===== config.mk =====
export PLATFORM = sky130hd
export DESIGN_NAME = int_ctrl
export DESIGN_NICKNAME = d
export VERILOG_FILES = /design/src/rtl/int_ctrl_pkg.sv /design/src/rtl/sync_ff.sv /design/src/rtl/int_ctrl.sv
export SDC_FILE = /design/constraint.sdc
export NUM_CORES = 1
export LEC_CHECK = 0
export BUFFER_PORTS_ARGS = -buffer_cell sky130_fd_sc_hd__clkbuf_2
export CORE_ASPECT_RATIO = 1.75
export CORE_MARGIN = 4
export CORE_UTILIZATION = 40
export DETAILED_ROUTE_END_ITERATION = 7
export GPL_TIMING_DRIVEN = 0
export PLACE_DENSITY = 0.76
export SLEW_MARGIN = 5
export SYNTH_ARGS = -nofsm -noshare
export SYNTH_HDL_FRONTEND = slang
export SYNTH_SLANG_ARGS = --single-unit

===== constraint.sdc =====
create_clock -name clk -period 2.1 [get_ports clk]
set_input_delay 0.21 -clock clk [delete_from_list [all_inputs] [get_ports clk]]
set_output_delay 0.21 -clock clk [all_outputs]
set_load 0.01 [all_outputs]

===== src/rtl/int_ctrl_pkg.sv =====
// Shared definitions for the interrupt controller: register map, mode encodings
// and the default source count (matches the core's INT width).
package int_ctrl_pkg;

    localparam int unsigned NUM_SRC_DEFAULT = 5;

    typedef enum logic [1:0] {
        REG_STATUS = 2'd0,
        REG_MASK   = 2'd1,
        REG_CLEAR  = 2'd2,
        REG_MODE   = 2'd3
    } reg_addr_e;

    localparam logic MODE_LEVEL = 1'b0;
    localparam logic MODE_EDGE  = 1'b1;

endpackage


===== src/rtl/sync_ff.sv =====
// Single-bit multi-flop synchroniser for an asynchronous input, async active-low reset.
module sync_ff #(
    parameter int unsigned STAGES = 2
) (
    input  logic i_clk,
    input  logic i_rst_n,
    input  logic i_d,
    output logic o_q
);

    logic [STAGES-1:0] r_sync;

    always_ff @(posedge i_clk or negedge i_rst_n) begin
        if (!i_rst_n) begin
            r_sync <= '0;
        end else begin
            r_sync <= {r_sync[STAGES-2:0], i_d};
        end
    end

    assign o_q = r_sync[STAGES-1];

endmodule


===== src/rtl/int_ctrl.sv =====
// Interrupt controller feeding the core's INT input: synchronises requests, latches
// pending per source (edge or level), masks, and exposes a word-addressed register port.
module int_ctrl
    import int_ctrl_pkg::*;
#(
    parameter int unsigned NUM_SRC     = NUM_SRC_DEFAULT,
    parameter int unsigned SYNC_STAGES = 2
) (
    input  logic               clk,
    input  logic               rst,
    input  logic [NUM_SRC-1:0] irq_in,
    input  logic               we,
    input  logic [1:0]         a,
    input  logic [31:0]        d,
    output logic [31:0]        q,
    output logic [NUM_SRC-1:0] INT
);

    logic [NUM_SRC-1:0] w_s;
    logic [NUM_SRC-1:0] w_set;
    logic [NUM_SRC-1:0] w_clr;
    logic [NUM_SRC-1:0] r_s_prev;
    logic [NUM_SRC-1:0] r_pending;
    logic [NUM_SRC-1:0] r_mask;
    logic [NUM_SRC-1:0] r_mode;
    logic [NUM_SRC-1:0] r_int;
    logic               w_wr_mask;
    logic               w_wr_mode;
    logic               w_wr_clear;
    logic               w_unused_d;

    for (genvar g = 0; g < NUM_SRC; g++) begin : g_sync
        sync_ff #(
            .STAGES (SYNC_STAGES)
        ) u_sync (
            .i_clk   (clk),
            .i_rst_n (rst),
            .i_d     (irq_in[g]),
            .o_q     (w_s[g])
        );
    end

    // Register fields are only NUM_SRC wide; the rest of the write bus is ignored.
    assign w_unused_d = ^d[31:NUM_SRC];

    assign w_wr_mask  = we && (a == REG_MASK);
    assign w_wr_mode  = we && (a == REG_MODE);
    assign w_wr_clear = we && (a == REG_CLEAR);
    assign w_clr      = w_wr_clear ? d[NUM_SRC-1:0] : '0;

    always_comb begin
        w_set = '0;
        for (int i = 0; i < NUM_SRC; i++) begin
            if (r_mode[i] == MODE_EDGE) begin
                w_set[i] = w_s[i] & ~r_s_prev[i];
            end else begin
                w_set[i] = w_s[i];
            end
        end
    end

    // Set has priority over a simultaneous write-1-to-clear.
    always_ff @(posedge clk or negedge rst) begin
        if (!rst) begin
            r_s_prev  <= '0;
            r_pending <= '0;
            r_mask    <= '0;
            r_mode    <= '0;
            r_int     <= '0;
        end else begin
            r_s_prev  <= w_s;
            r_pending <= w_set | (r_pending & ~w_clr);
            r_int     <= r_pending & r_mask;
            if (w_wr_mask) begin
                r_mask <= d[NUM_SRC-1:0];
            end
            if (w_wr_mode) begin
                r_mode <= d[NUM_SRC-1:0];
            end
        end
    end

    always_comb begin
        q = '0;
        unique case (a)
            REG_STATUS: q[NUM_SRC-1:0] = r_pending;
            REG_MASK:   q[NUM_SRC-1:0] = r_mask;
            REG_CLEAR:  q = '0;
            REG_MODE:   q[NUM_SRC-1:0] = r_mode;
            default:    q = '0;
        endcase
    end

    assign INT = r_int;

endmodule


Word level (Yosys, flattened, before mapping)
Cells that the tools add are included.

word-level totals
  bits in latches = 0
  bits in writable memories = 0
  memory bits (read-only) = 0
  output and inout bits = 37
  register bits after elaboration = 35
  input bits = 42
  memories kept = 0
  word-level logic and storage cells = 38

cells by class
  shifts and indexed selects = 0
  bitwise operators = 14
  order comparisons = 0
  $add $sub $neg = 0
  reductions and logical operators = 4
  div/mod/pow operators = 0
  multiplexer cells = 7
  eq/ne operators = 3
  multiply operators = 0

operator list
  cell                                                  number
  one-hot mux 5 bit (4 select lines)                    1
  AND 5 bit                                             2
  AND 1 bit                                             5
  2-to-1 mux 1 bit                                      5
  2-to-1 mux 5 bit                                      1
  inverter 1 bit                                        5
  inverter 5 bit                                        1
  bitwise OR 5 bit                                      1
  equality test 2 bit (second input constant)           2
  logical AND 1 bit                                     3
  equality test 2 x 1 -> 1 bit (second input constant)  1
  zero test 2 bit                                       1

Longest topological paths before layout
Gate-level depths: netlist (run 1).

  word-level depth = 6
  gate-level depth with buffers = 4
  depth with buffers taken out = 2

Modules after synthesis
A second synthesis (run 1) with hierarchy kept.

unflattened totals
  cells, all modules = 112
  area, all modules = 1456.4 sq um

modules (own cells, without submodules)
  module    times used  cells an instance  sequential area each (sq um)  area each (sq um)
  int_ctrl  1           102                625.6                         1206.2
  sync_ff   5           2                  50.0                          50.0

Worst setup path after synthesis (run 1)
Ideal clock, no wire load.

  path type = input-to-output
  start point = input port a[1]
  end point = output port q[1]
  cell stages on the path = 4
  path slack = 0.998 ns
  path buffers = 2
  arrival time = 0.892 ns
  cell sequence = buf_2 -> buf_1 -> nand3_1 -> o21ai_1

on the way
  cells in the longest elaborated chain, start to end = 2
  elaborated cells on any way between the ends = 5
  classes of those cells = eq/ne: 3; mux: 1; reduce/logical: 1

ends and longest elaborated chain
  element                                            RTL line        text
  from (decl)                                        int_ctrl.sv:13  input logic [1:0] a,
  equality test 2 bit, or another cell as far along  int_ctrl.sv:85  unique case (a)
  one-hot mux 5 bit (4 select lines) *               int_ctrl.sv:85
  to (decl)                                          int_ctrl.sv:15  output logic [31:0] q,

Every way passes the cells marked *; elsewhere a longest branch is shown, timed or not.

Worst setup path after layout (run 1)
Same ends and word-level chain as after synthesis.

==> summary.txt, run 1 <==
Outcome
  – Status: finished, final reports clean

Global routing
  – Grt ovf: 0
  – Number of global-route vias before repair: 829
  – Global-route wire length before repair: 3.85 mm
  – Pin count of the biggest net entering global routing: 36
  – Total global-route track usage: 11.4%
  – Initial antenna violation count: 0

Critical path
  – CP Capture Type: primary output
  – Worst EP arrival: 1.19 ns
  – CP Class: in -> out
  – Worst Path Required: 1.89 ns
  – Setup slack, reg-to-reg: 1.32 ns
  – Max FO, Critical Path: 10
  – Startpoint Class: input port
  – Worst reg-to-reg path cell count: 1

Floorplan
  – Cell Rows: 29
  – Core ar.: 3630 um2
  – Io pins: 79
  – Die Height: 88.7 um
  – Die width: 54.1 um
  – Initial Util: 41.1%
  – Die area: 4800 um2

Layout
  – Antenna cell count: 0
  – Finished Layout Cells: 215
  – Layout overhead on the synthesized area: 25.0%
  – # nets final: 211
  – Layout cells sized above 1: 41.4%

Logic synthesis
  – Synth Instances: 113
  – #FFs+latches synth: 35
  – Dominant cell type by area after synthesis: dfrtp_1
  – Top area cells in the synthesized netlist: dfrtp_1 (59%), buf_4 (14%), mux2_2 (7.6%)
  – Sequential area share after synthesis: 58.8%
  – Syn Area/Cell: 13.2 um2
  – Post-Syn Area: 1490 um2
  – Synth warnings: 0
  – Distinct cells, synth: 16
  – Yosys top cell area share: 58.8%

Flow run
  – Max Cap Viol: 0

Routing
  – DR iter-0 viols: 12
  – Drt drc: 0
  – DR WL/cell: 11.5 um
  – Routed metal-1 wirelength: 961 um
  – 1st-pass router iterations: 4
  – Vias post-DR: 896
  – DR vias/cell: 4.17
  – Metal3 WL: 191 um
  – WL final: 2.47 mm
  – Top sig layer: met4
  – Met2 routed WL: 1.27 mm
  – Post-DRT Antenna Nets: 0

Timing
  – Post-route clock skew: 0.00768 ns
  – Worst slew pin tran: 0.839 ns
  – Fin crit share: 66.5%
  – Slew Viols, Final: 0
  – Relative slew slack: 44.1%
  – Fin. Hold Viols: 0
  – Post-layout min period: 1.40 ns
  – RSZ-0062 raised after global routing: no
  – Setup TNS Final: 0 ns
  – Final setup viols: 0
  – Highest clock rate: 716 MHz

Clock tree
  – Post-CTS Setup Bufs: 0
  – Longest Clk Path Bufs: 2
  – Clk Latency, worst-skew pair: 0.28 ns
  – Htree depth: 2
  – CTS tree: done
  – Clock Sinks: 35
  – Total CTS buffers: 5
  – Post-cts gate resize count: 0
  – CTS root buf: clkbuf_8
  – Worst-path clk slew: 0.07 ns
  – # hold bufs at CTS: 0

Placement
  – Post-Place Cells: 208
  – GP Congestion: 0.704
  – Post-DP HPWL: 1.82 mm
  – Port bufs: 23

Hold path
  – Hold WC Path Type: in -> async

Power
  – Leakage: 0.951 nW
  – Peak VDD IR: 0.691 mV
  – Cell Pwr Density: 857 nW/um2
Yosys cell counts (all sizes together):
cell type / n
nand3b: 1
nand3: 6
a22o: 5
dfrtp: 35
buf: 30
and2: 5
mux2i: 5
mux2: 10
conb: 1
o21ai: 5
nand2: 5
nand4b: 5
cell usage in the layout, fill, tap and decap left out:
| cell | netlist | final |
|---|---|---|
| buf_4 | 27 | 27 |
| nand4b_1 | 5 | 5 |
| mux2_2 | 10 | 10 |
| and2_1 | 5 | 5 |
| bufinv_16 | 0 | 1 |
| clkbuf_2 | 0 | 23 |
| buf_2 | 1 | 1 |
| o21ai_1 | 5 | 5 |
| clkbuf_1 | 0 | 1 |
| a22o_1 | 5 | 5 |
| nand2_1 | 5 | 5 |
| nand3_1 | 5 | 5 |
| clkbuf_8 | 0 | 5 |
| dfrtp_1 | 35 | 35 |
| buf_1 | 1 | 1 |
| buf_6 | 1 | 1 |
| nand3_4 | 1 | 1 |
| conb_1 | 1 | 27 |
| nand3b_4 | 1 | 1 |
| mux2i_1 | 5 | 5 |
routing by layer:
layer,vias to the layer above,global-route usage [%]
met4,0,5.44
met5,-,0
met2,31,18.0
met3,5,5.06
met1,411,12.9
li1,449,-
cells by family (layout without fill, tap and decap cells):
family	Yosys count	after routing	share of synthesized area, %
flip-flops	35	35	58.8
AND/OR/NAND/NOR	22	22	10.5
AO/OA/AOI/OAI	10	10	4.62
other	1	27	0.252
multiplexers	15	15	10.9
buffers and inverters	30	60	14.9
critical path, cell delays in order:
cell      delay, ns
buf_2          0.18
buf_1          0.38
nand3_1        0.12
o21ai_1        0.12
clkbuf_2       0.16
final timing paths:
kind	from	end
setup / recovery	a[1]	q[1]
hold / removal	rst	r_pending[3]$_DFF_PN0_
setup reg to reg	r_mask[4]$_DFFE_PN0P_	r_mask[4]$_DFFE_PN0P_
hold reg to reg	g_sync[2].u_sync.r_sync[0]$_DFF_PN0_	g_sync[2].u_sync.r_sync[1]$_DFF_PN0_
max in group asynchronous	rst	r_s_prev[2]$_DFF_PN0_
min in group clk	irq_in[0]	g_sync[0].u_sync.r_sync[0]$_DFF_PN0_
layout make-up:
class | count | area, um2
buffer | 30 | 223
clock buffer | 6 | 72.6
multi-input combinational | 74 | 489
clock inverter | 1 | 30.0
timing repair buffer | 23 | 115
fill | 351 | 1770
sequential | 35 | 876
tap | 46 | 57.6
stage by stage:
step	hold slack, ns	setup WS, ns	instance area, um2	utilization (%)	total power [W]
2_1_floorplan	-0.0856	0.998	1590	-	0.000961
3_3_place_gp	0.319	0.677	1760	48.5	0.00104
3_5_place_dp	0.320	0.681	1760	48.5	0.00105
4_1_cts	0.0237	0.680	1860	51.3	0.00162
5_1_grt	0.0150	0.580	1860	51.3	0.00169
6_report	0.0236	0.703	1860	51.3	0.00160
power breakdown:
part / leakage [nW] / switching [W] / internal, W
clock network: 0.0513 / 0.000214 / 0.000347
logic: 0.500 / 0.000120 / 0.000126
registers: 0.400 / 0.0000387 / 0.000750
total: 0.951 / 0.000373 / 0.00122
registers in the layout (all words and copies together), names as in the netlist:
register	flops
r_s_prev	5
r_mode	5
g_sync.u_sync.r_sync	10
INT	5
r_mask	5
r_pending	5
Note: power is estimated with default switching activity, not from simulation.
==> run 2, diff against run 1 <==
==> constraint.sdc (replaced) <==
create_clock -name clk -period 1.4 [get_ports clk]
set_input_delay 0.14 -clock clk [delete_from_list [all_inputs] [get_ports clk]]
set_output_delay 0.14 -clock clk [all_outputs]
set_load 0.01 [all_outputs]
==> summary.txt, run 2 (synthesis gave the netlist of run 1 again) <==
Clock tree
  – Htree depth: 2
  – Total CTS buffers: 5
  – CTS root buf: clkbuf_8
  – Clk Latency, worst-skew pair: 0.28 ns
  – CTS tree: done
  – Worst-path clk slew: 0.07 ns
  – Longest Clk Path Bufs: 2
  – Clock Sinks: 35

Floorplan
  – Io pins: 79
  – Die width: 54.1 um
  – Die Height: 88.7 um
  – Cell Rows: 29
  – Initial Util: 41.1%
  – Core ar.: 3630 um2
  – Die area: 4800 um2

Critical path
  – Critical-path top delay cell: buf_1
  – Crit path capture: q[1]
  – Worst EP arrival: 1.11 ns
  – Worst reg-to-reg path cell count: 1
  – Slowest Stage Delay on Critical Path: 0.38 ns
  – Max FO, Critical Path: 10
  – CP Capture Type: primary output
  – Startpoint Class: input port
  – Crit Reg-Reg Endpoint: r_mask[4]$_DFFE_PN0P_
  – Setup slack, reg-to-reg: 0.62 ns
  – CP bufs+invs: 3
  – Worst Setup SP: a[1]
  – CP Class: in -> out
  – Worst Path Required: 1.26 ns
  – Crit path max-delay family: buffers and inverters
  – Crit path depth: 5
  – Worst path cell trace: buf_2, buf_1, nand3_1, o21ai_1, clkbuf_2
  – Critical R2R Launch: r_mask[4]$_DFFE_PN0P_

Global routing
  – Number of global-route vias before repair: 854
  – Total global-route track usage: 11.7%
  – Pin count of the biggest net entering global routing: 36
  – Global-route wire length before repair: 3.96 mm
  – Initial antenna violation count: 0
  – Most Crowded Layer GR: met2
  – Met3 Usage GRT: 5.06%
  – M1 GR Usage: 13.3%
  – Grt ovf: 0
  – GRT met2 Usage: 18.5%

Layout
  – Layout cells sized above 1: 40.0%
  – Layout overhead on the synthesized area: 29.1%
  – # nets final: 217
  – Antenna cell count: 0
  – Fin util: 53.0%
  – Most common cell after layout, fill and taps aside: dfrtp_1
  – Register name with the most flops: g_sync.u_sync.r_sync
  – Max reg flops: 10
  – Most frequent cells in the layout: dfrtp_1 (35), buf_4 (27), conb_1 (27)

Timing
  – Post-route clock skew: 0.00767 ns
  – Relative slew slack: 44.1%
  – Slew Viols, Final: 0
  – Fin. Hold Viols: 0
  – Worst slew pin tran: 0.839 ns
  – Fin crit share: 89.4%
  – Setup TNS Final: 0 ns
  – Final setup viols: 0
  – Highest clock rate: 799 MHz
  – Fin Hold WS: 0.127 ns
  – Post-layout min period: 1.25 ns
  – RSZ-0062 raised after global routing: no

Power
  – Leakage: 0.976 nW
  – Peak VDD IR: 1.04 mV
  – Cell Pwr Density: 1250 nW/um2
  – Pwr Total: 0.00241 W

Outcome
  – Status: finished, final reports clean

Placement
  – Post-DP HPWL: 1.82 mm
  – Port bufs: 23
  – GP Congestion: 0.704

Hold path
  – Hold WC Path Type: in -> reg

Routing
  – Drt drc: 0
  – WL final: 2.52 mm
  – 1st-pass router iterations: 4
  – DR vias/cell: 4.13
  – Vias post-DR: 912
  – Post-DRT Antenna Nets: 0
  – DR WL/cell: 11.4 um
  – DR iter-0 viols: 16

Flow run
  – Max Cap Viol: 0
run 2: cell count changes in the layout (fill, tap and decap cells not counted):
cell / delta
dlygate4sd3_1: +6
run 2: timing repair:
action                    in CTS  in global routing
hold endpoints to repair      40                  0
setup buffers                  0                  0
hold buffers                   6                  0
resized for setup              0                  0
run 2: power breakdown:
part           internal (W)  leakage, nW  total (W)  switching (W)
logic              0.000200        0.525   0.000383       0.000183
registers           0.00113        0.400    0.00118      0.0000581
clock network      0.000521       0.0513   0.000844       0.000323
total               0.00185        0.976    0.00241       0.000564
run 2: per-layer routing:
layer	part of all wire [%]	wire, um
met1	39	988
met2	51	1300
met3	7.5	188
met4	1.8	46
met5	0	0
run 2: how the worst min path moves through the flow:
stage	start	end	slack, ns	depth (start not counted)
after floorplan	rst	INT[0]$_DFF_PN0_	-0.16	0
after global placement	irq_in[3]	g_sync[3].u_sync.r_sync[0]$_DFF_PN0_	0.25	1
after detailed placement	irq_in[1]	g_sync[1].u_sync.r_sync[0]$_DFF_PN0_	0.25	1
after CTS	d[4]	r_mode[4]$_DFFE_PN0P_	0.12	2
after global routing	d[4]	r_mode[4]$_DFFE_PN0P_	0.12	2
final	d[4]	r_mode[4]$_DFFE_PN0P_	0.13	2
run 2: layout make-up:
type / instances / area [um2]
plain buffers: 30 / 223
fillers: 347 / 1710
clock inverters: 1 / 30.0
clock buffers: 6 / 72.6
repair buffers: 29 / 175
multi-input cells: 74 / 489
well taps: 46 / 57.6
flip-flops and latches: 35 / 876
run 2: metrics by stage:
step | area (um2) | setup slack [ns] | cells
finish | 1920 | 0.149 | 221
global route | 1920 | 0.0203 | 221
CTS | 1920 | 0.120 | 221
detailed placement | 1760 | 0.121 | 208
global placement | 1760 | 0.117 | 208
floorplan | 1590 | 0.438 | 139
